`src/rtl/regfile_wr_sched.sv`:
```
//------------------------------------------------------------------------------
// Module      : regfile_wr_sched
// Description : Arbitrates the single regfile write port between pipeline
//               writeback (A) and a late-returning unit (B); zero-clears the
//               regfile after reset.
// Revision    : 1.0 - initial release
//------------------------------------------------------------------------------
`default_nettype none

module regfile_wr_sched #(
    parameter int DATA_W       = 32,
    parameter int ADDR_W       = 5,
    parameter int NUM_REGS     = 32,
    parameter int INIT_EN      = 1,
    parameter int STARVE_LIMIT = 4
) (
    input  logic              clk,
    input  logic              rst,
    input  logic              a_we,
    input  logic [ADDR_W-1:0] a_waddr,
    input  logic [DATA_W-1:0] a_wdata,
    input  logic              b_valid,
    output logic              b_ready,
    input  logic [ADDR_W-1:0] b_waddr,
    input  logic [DATA_W-1:0] b_wdata,
    output logic              we,
    output logic [ADDR_W-1:0] waddr,
    output logic [DATA_W-1:0] wdata,
    output logic              stall_req,
    output logic              init_done
);

    typedef enum logic [0:0] {
        ST_INIT = 1'b0,
        ST_RUN  = 1'b1
    } state_t;

    localparam logic              c_INIT_EN   = (INIT_EN != 0);
    localparam state_t            c_RST_STATE = c_INIT_EN ? ST_INIT : ST_RUN;
    localparam logic [ADDR_W-1:0] c_LAST_ADDR = ADDR_W'(NUM_REGS - 1);
    localparam logic [ADDR_W-1:0] c_FIRST_ADDR = ADDR_W'(1);
    localparam logic [3:0]        c_LIMIT     = 4'(STARVE_LIMIT);

    state_t            r_state;
    state_t            w_state_next;
    logic [ADDR_W-1:0] r_init_ptr;
    logic [ADDR_W-1:0] w_init_ptr_next;
    logic [3:0]        r_wait_cnt;
    logic [3:0]        w_wait_cnt_next;

    // Combinational outputs are gated by rst so they read idle while the
    // asynchronous reset is held, even though the state register sits in INIT.
    always_comb begin
        w_state_next    = r_state;
        w_init_ptr_next = r_init_ptr;
        w_wait_cnt_next = 4'd0;
        we              = 1'b0;
        waddr           = '0;
        wdata           = '0;
        b_ready         = 1'b0;
        if (!rst) begin
            case (r_state)
                ST_INIT: begin
                    we              = 1'b1;
                    waddr           = r_init_ptr;
                    w_init_ptr_next = r_init_ptr + c_FIRST_ADDR;
                    if (r_init_ptr == c_LAST_ADDR) begin
                        w_state_next = ST_RUN;
                    end
                end
                ST_RUN: begin
                    if (a_we) begin
                        we    = 1'b1;
                        waddr = a_waddr;
                        wdata = a_wdata;
                    end else if (b_valid) begin
                        b_ready = 1'b1;
                        waddr   = b_waddr;
                        wdata   = b_wdata;
                        we      = (b_waddr != '0);
                    end
                    // B waits only when A owns the port; saturate at 15.
                    if (b_valid && a_we) begin
                        w_wait_cnt_next = (r_wait_cnt == 4'hF) ? r_wait_cnt
                                                               : r_wait_cnt + 4'd1;
                    end
                end
                default: w_state_next = c_RST_STATE;
            endcase
        end
    end

    always_ff @(posedge clk or posedge rst) begin
        if (rst) begin
            r_state    <= c_RST_STATE;
            r_init_ptr <= c_FIRST_ADDR;
            r_wait_cnt <= 4'd0;
            stall_req  <= c_INIT_EN;
            init_done  <= !c_INIT_EN;
        end else begin
            r_state    <= w_state_next;
            r_init_ptr <= w_init_ptr_next;
            r_wait_cnt <= w_wait_cnt_next;
            stall_req  <= (w_state_next == ST_INIT) || (w_wait_cnt_next >= c_LIMIT);
            init_done  <= (w_state_next == ST_RUN);
        end
    end

endmodule

`default_nettype wire
```
`config.mk`:
```
export PLATFORM = sky130hd
export DESIGN_NAME = regfile_wr_sched
export DESIGN_NICKNAME = d
export VERILOG_FILES = /design/src/rtl/regfile_wr_sched.sv
export SDC_FILE = /design/constraint.sdc
export NUM_CORES = 1
export LEC_CHECK = 0
export BUFFER_PORTS_ARGS = -buffer_cell sky130_fd_sc_hd__clkbuf_2
export CAP_MARGIN = 5
export CORE_ASPECT_RATIO = 1.2
export CORE_MARGIN = 2
export CORE_UTILIZATION = 30
export DETAILED_ROUTE_END_ITERATION = 10
export PLACE_DENSITY = 0.76
export RECOVER_POWER = 50
export SETUP_SLACK_MARGIN = 0.1
export SLEW_MARGIN = 20
export SYNTH_ARGS = -nofsm -noshare
export SYNTH_HDL_FRONTEND = slang
export SYNTH_SLANG_ARGS = --single-unit
```
`constraint.sdc`:
```
create_clock -name clk -period 1.65 [get_ports clk]
set_input_delay 0.33 -clock clk [delete_from_list [all_inputs] [get_ports clk]]
set_output_delay 0.33 -clock clk [all_outputs]
set_load 0.01 [all_outputs]
```
# Word-level counts from Yosys, hierarchy flattened
# Cells that the tools add are included.
[word_totals]
out_inout_bits = 41
regBits = 11
[op_classes]
n_mux = 23
bitwise_logic = 3
eq_ne = 2
n_lt_le_gt_ge = 1
add_sub_neg = 2
n_reduce_logical = 4
[op_table]
columns = ["operator", "count"]
rows = [
  ["32-bit 2-to-1 mux", 4],
  ["4-bit 2-to-1 mux", 4],
  ["5-bit 2-to-1 mux", 3],
  ["1-bit 2-to-1 mux", 10],
  ["5-bit case mux with 2 select lines", 1],
  ["5-bit by 1-bit adder with 5-bit output, second input constant", 1],
  ["5-bit equality test, second input constant", 1],
  ["5-bit nonzero test", 1],
  ["4-bit by 1-bit adder with 4-bit output, second input constant", 1],
  ["4-bit equality test, second input constant", 1],
  ["4-bit by 3-bit >= comparator with 1-bit output, second input constant", 1],
  ["1-bit inverter", 3],
  ["1-bit case mux with 2 select lines", 1],
  ["2-bit AND reduction", 1],
  ["1-bit logical AND", 1],
  ["1-bit logical OR", 1],
]

# Longest topological paths before layout
[logic_depth]
word_depth = 7
ltp_mapped = 6
mapped_depth_nobuf = 5

# Least setup slack after synthesis
# No wires, ideal clock.
[synth_timing]
kind = "input to output"
start = "input rst"
end = "output wdata[11]"
path_stages = 6
n_path_buf = 3
arrival_ns = 1.318
path_slack_ns = 0.002
path_cell_list = "buf_4 > inv_2 > and3_1 > clkbuf_2 > buf_2 > a22o_1"
[synth_between]
elab_chain_len = 1
[synth_rtl]
columns = ["item", "line_no", "text"]
rows = [
  ["start: declaration", "18", "input logic rst,"],
  ["32-bit 2-to-1 mux", "61", "if (!rst) begin"],
  ["end: declaration", "28", "output logic [DATA_W-1:0] wdata,"],
]
# Every way passes these cells.

# Worst setup path in the final report
[layout_timing]
start = "register r_state"
end = "output wdata[28]"
[layout_between]
elab_chain_len = 2
[layout_rtl]
columns = ["item", "line_no", "text"]
rows = [
  ["start: declaration", "44", "state_t r_state;"],
  ["start signal: assignment", "95", "r_state <= c_RST_STATE;"],
  ["start signal: assignment", "101", "r_state <= w_state_next;"],
  ["32-bit 2-to-1 mux", "62", "case (r_state)"],
  ["32-bit 2-to-1 mux", "61", ""],
]
# Every way passes these cells.

==> flow_metrics.env <==
export IMPL_first_iter_violations=69
export IMPL_hold_viol_final=0
export IMPL_critical_path_class="reg2out"
export IMPL_grt_setup_unrepaired="yes"
export IMPL_r2r_start="r_state$_DFF_PP0_"
export IMPL_period_needed_ns=1.72
export IMPL_power_density_mw_per_mm2=887
export IMPL_leakage_nw=1.05
export IMPL_slew_headroom=0.762
export IMPL_drtAntennaViolNets=0
export IMPL_arrival_ns=1.39
export IMPL_antenna_cells=0
export IMPL_syn_inst=107
export IMPL_tritoncts="built"
export IMPL_grt_pass1_vias=1152
export IMPL_overflow=0
export IMPL_critPathRequiredTime_ns=1.32
export IMPL_die_w_microns=57.8
export IMPL_finalWorstSetupSlack_ns=-0.0696
export IMPL_fin_area_sq_mm=0.00190
export IMPL_layout_common_cells="clkbuf_2 (105), a22o_1 (30), nor2_1 (10)"
export IMPL_coreArea_sq_mm=0.00334
export IMPL_place_inst=260
export IMPL_yosysUniqueCellTypes=32
export IMPL_fin_nets=317
export IMPL_placed_cell_area_sq_mm=0.00167
export IMPL_die_area_sq_mm=0.00397
export IMPL_die_height_microns=68.6
export IMPL_violations="setup timing"
export IMPL_dp_hpwl_mm=3.22
export IMPL_vias=1419
export IMPL_dp_slack_ns=-0.000393
export IMPL_row_count=23
export IMPL_yosysSeqAreaShare=0.266
export IMPL_cts_sinks=11
export IMPL_antenna_found_initial=0
export IMPL_finalPower_mw=1.68
export IMPL_worstRegToRegCells=4
export IMPL_finalCritPeriodShare=1.04
export IMPL_io_pins=119
export IMPL_fin_util=0.569
export IMPL_drt_total_wl_mm=4.37
export IMPL_cts_buffer_depth=2
export IMPL_numPortBuffers=118
export IMPL_final_cells=272
export IMPL_startpoint_type="register"
export IMPL_holdWs_ns=0.157
export IMPL_cts_htree_levels=1
export IMPL_area_growth_pct=82.0
export IMPL_grt_first_pass_wirelength_mm=5.35
export IMPL_hold_path_class="in2async"
export IMPL_start_util=0.313
export IMPL_cts_root_buffer="clkbuf_8"
export IMPL_outcome="finished with violations"
export IMPL_fillers=288
export IMPL_worstPathMaxFanout=16
export IMPL_maxCapViolCount=0
export IMPL_firstDrtPassIters=4
export IMPL_grt_use_total=0.179
export IMPL_skew_ns=0.00334
export IMPL_final_common_cell="clkbuf_2"
export IMPL_timing_fmax_ghz=0.582
export IMPL_endpoint_kind="primary output"
export IMPL_syn_cell_area_sq_mm=0.00104
export IMPL_yosysWarnings=0
export IMPL_syn_num_nets=188
export IMPL_wire_per_inst_microns=16.1
export IMPL_clk_insertion_delay_late_ns=0.24
export IMPL_drive_gt1_frac=0.664
export IMPL_synth_seq_cells=11
export IMPL_peakVddDrop_v=0.000890
export IMPL_cp_startpoint="r_state$_DFF_PP0_"
export IMPL_cts_hold_buf=0
export IMPL_via_per_inst=5.22
export IMPL_setup_viol=34
export IMPL_grt_max_degree=33
export IMPL_cts_buffers=3
export IMPL_drc=0
export IMPL_gp_congestion=0.780
export IMPL_cts_clk_slew_worst_paths_ns=0.05
export IMPL_syn_area_per_cell_sq_um=9.75
export IMPL_drv_slew=0
export IMPL_fin_setup_tns_ns=-1.61
export IMPL_worstMarginPinSlew_ns=0.356
## timing repair
action / CTS / global route
setup buffers: 1 / 3
endpoints found under the setup margin: 39 / 39
cloned: 0 / 4
pin swaps: 0 / 8
resized for setup: 2 / 28
## power breakdown
group / internal [mW] / switching (mW) / total (mW)
logic: 0.517 / 0.430 / 0.947
registers: 0.375 / 0.0855 / 0.461
clock network: 0.170 / 0.106 / 0.276
total: 1.06 / 0.622 / 1.68
## path summary, 6_finish.rpt
kind,endpoint,slack [ns]
worst max-delay path,wdata[28],-0.07
worst min-delay path,r_init_ptr[2]$_DFFE_PP0P_,0.16
worst max register to register,r_init_ptr[4]$_DFFE_PP0P_,0.13
worst min register to register,r_init_ptr[2]$_DFFE_PP0P_,0.51
max in group asynchronous,stall_req$_DFF_PP1_,1.26
min in group clk,r_wait_cnt[3]$_DFF_PP0_,0.51
## per-layer routing
metal / GRT usage / up-vias / wire length [microns]
li1: - / 683 / -
met1: 0.192 / 654 / 1540
met2: 0.338 / 73 / 2310
met3: 0.0410 / 9 / 432
met4: 0.0698 / 0 / 81
met5: 0 / - / 0
## worst max-delay path: stages, from the launching register on
cell and delay, ns:
dfrtp_2 0.42, and3_4 0.21, buf_12 0.15, a22o_1 0.23, clkbuf_2 0.13
## sequential cells by signal, indices dropped and copies added, names as in the netlist
signal and count:
r_init_ptr 5, r_wait_cnt 4, r_state 1, stall_req 1
## kinds of logic (layout without fill, tap and decap cells)
logic type,Yosys count,count (layout),synth area share
xor+xnor,4,4,0.0336
fa+ha+maj,3,3,0.0360
simple gates,24,24,0.121
mux,3,3,0.0312
compound gates,49,49,0.388
buf+inv,13,141,0.123
flops,11,11,0.266
## Yosys cell counts, drive strengths merged
cell type  number  share of area
clkbuf          1         0.0048
xnor2           3          0.025
dfstp           2          0.050
a22o           32           0.27
a31oi           2          0.012
mux2i           1         0.0096
or4             1         0.0072
nor2           11          0.040
o21ai           1         0.0048
dfrtp           9           0.22
nor2b           1          0.013
nand3           2         0.0096
nor3            2         0.0096
nand2           2         0.0072
o31ai           1         0.0072
and3            3          0.023
xor2            1         0.0084
buf            10           0.11
inv             2         0.0072
a22oi           5          0.036
mux2            2          0.022
ha              3          0.036
nand4           2          0.012
a211oi          7          0.050
a21o            1         0.0072
## layout make-up
class | instances | area (sq um) | share of cell area
inverter | 2 | 8.76 | 0.00461
multi-input combinational | 83 | 677 | 0.356
timing repair buffer | 135 | 843 | 0.444
tap | 37 | 46.3 | 0.0244
clock buffer | 4 | 45.0 | 0.0237
sequential | 11 | 279 | 0.147
No activity file was read; power rests on OpenSTA's default activity.
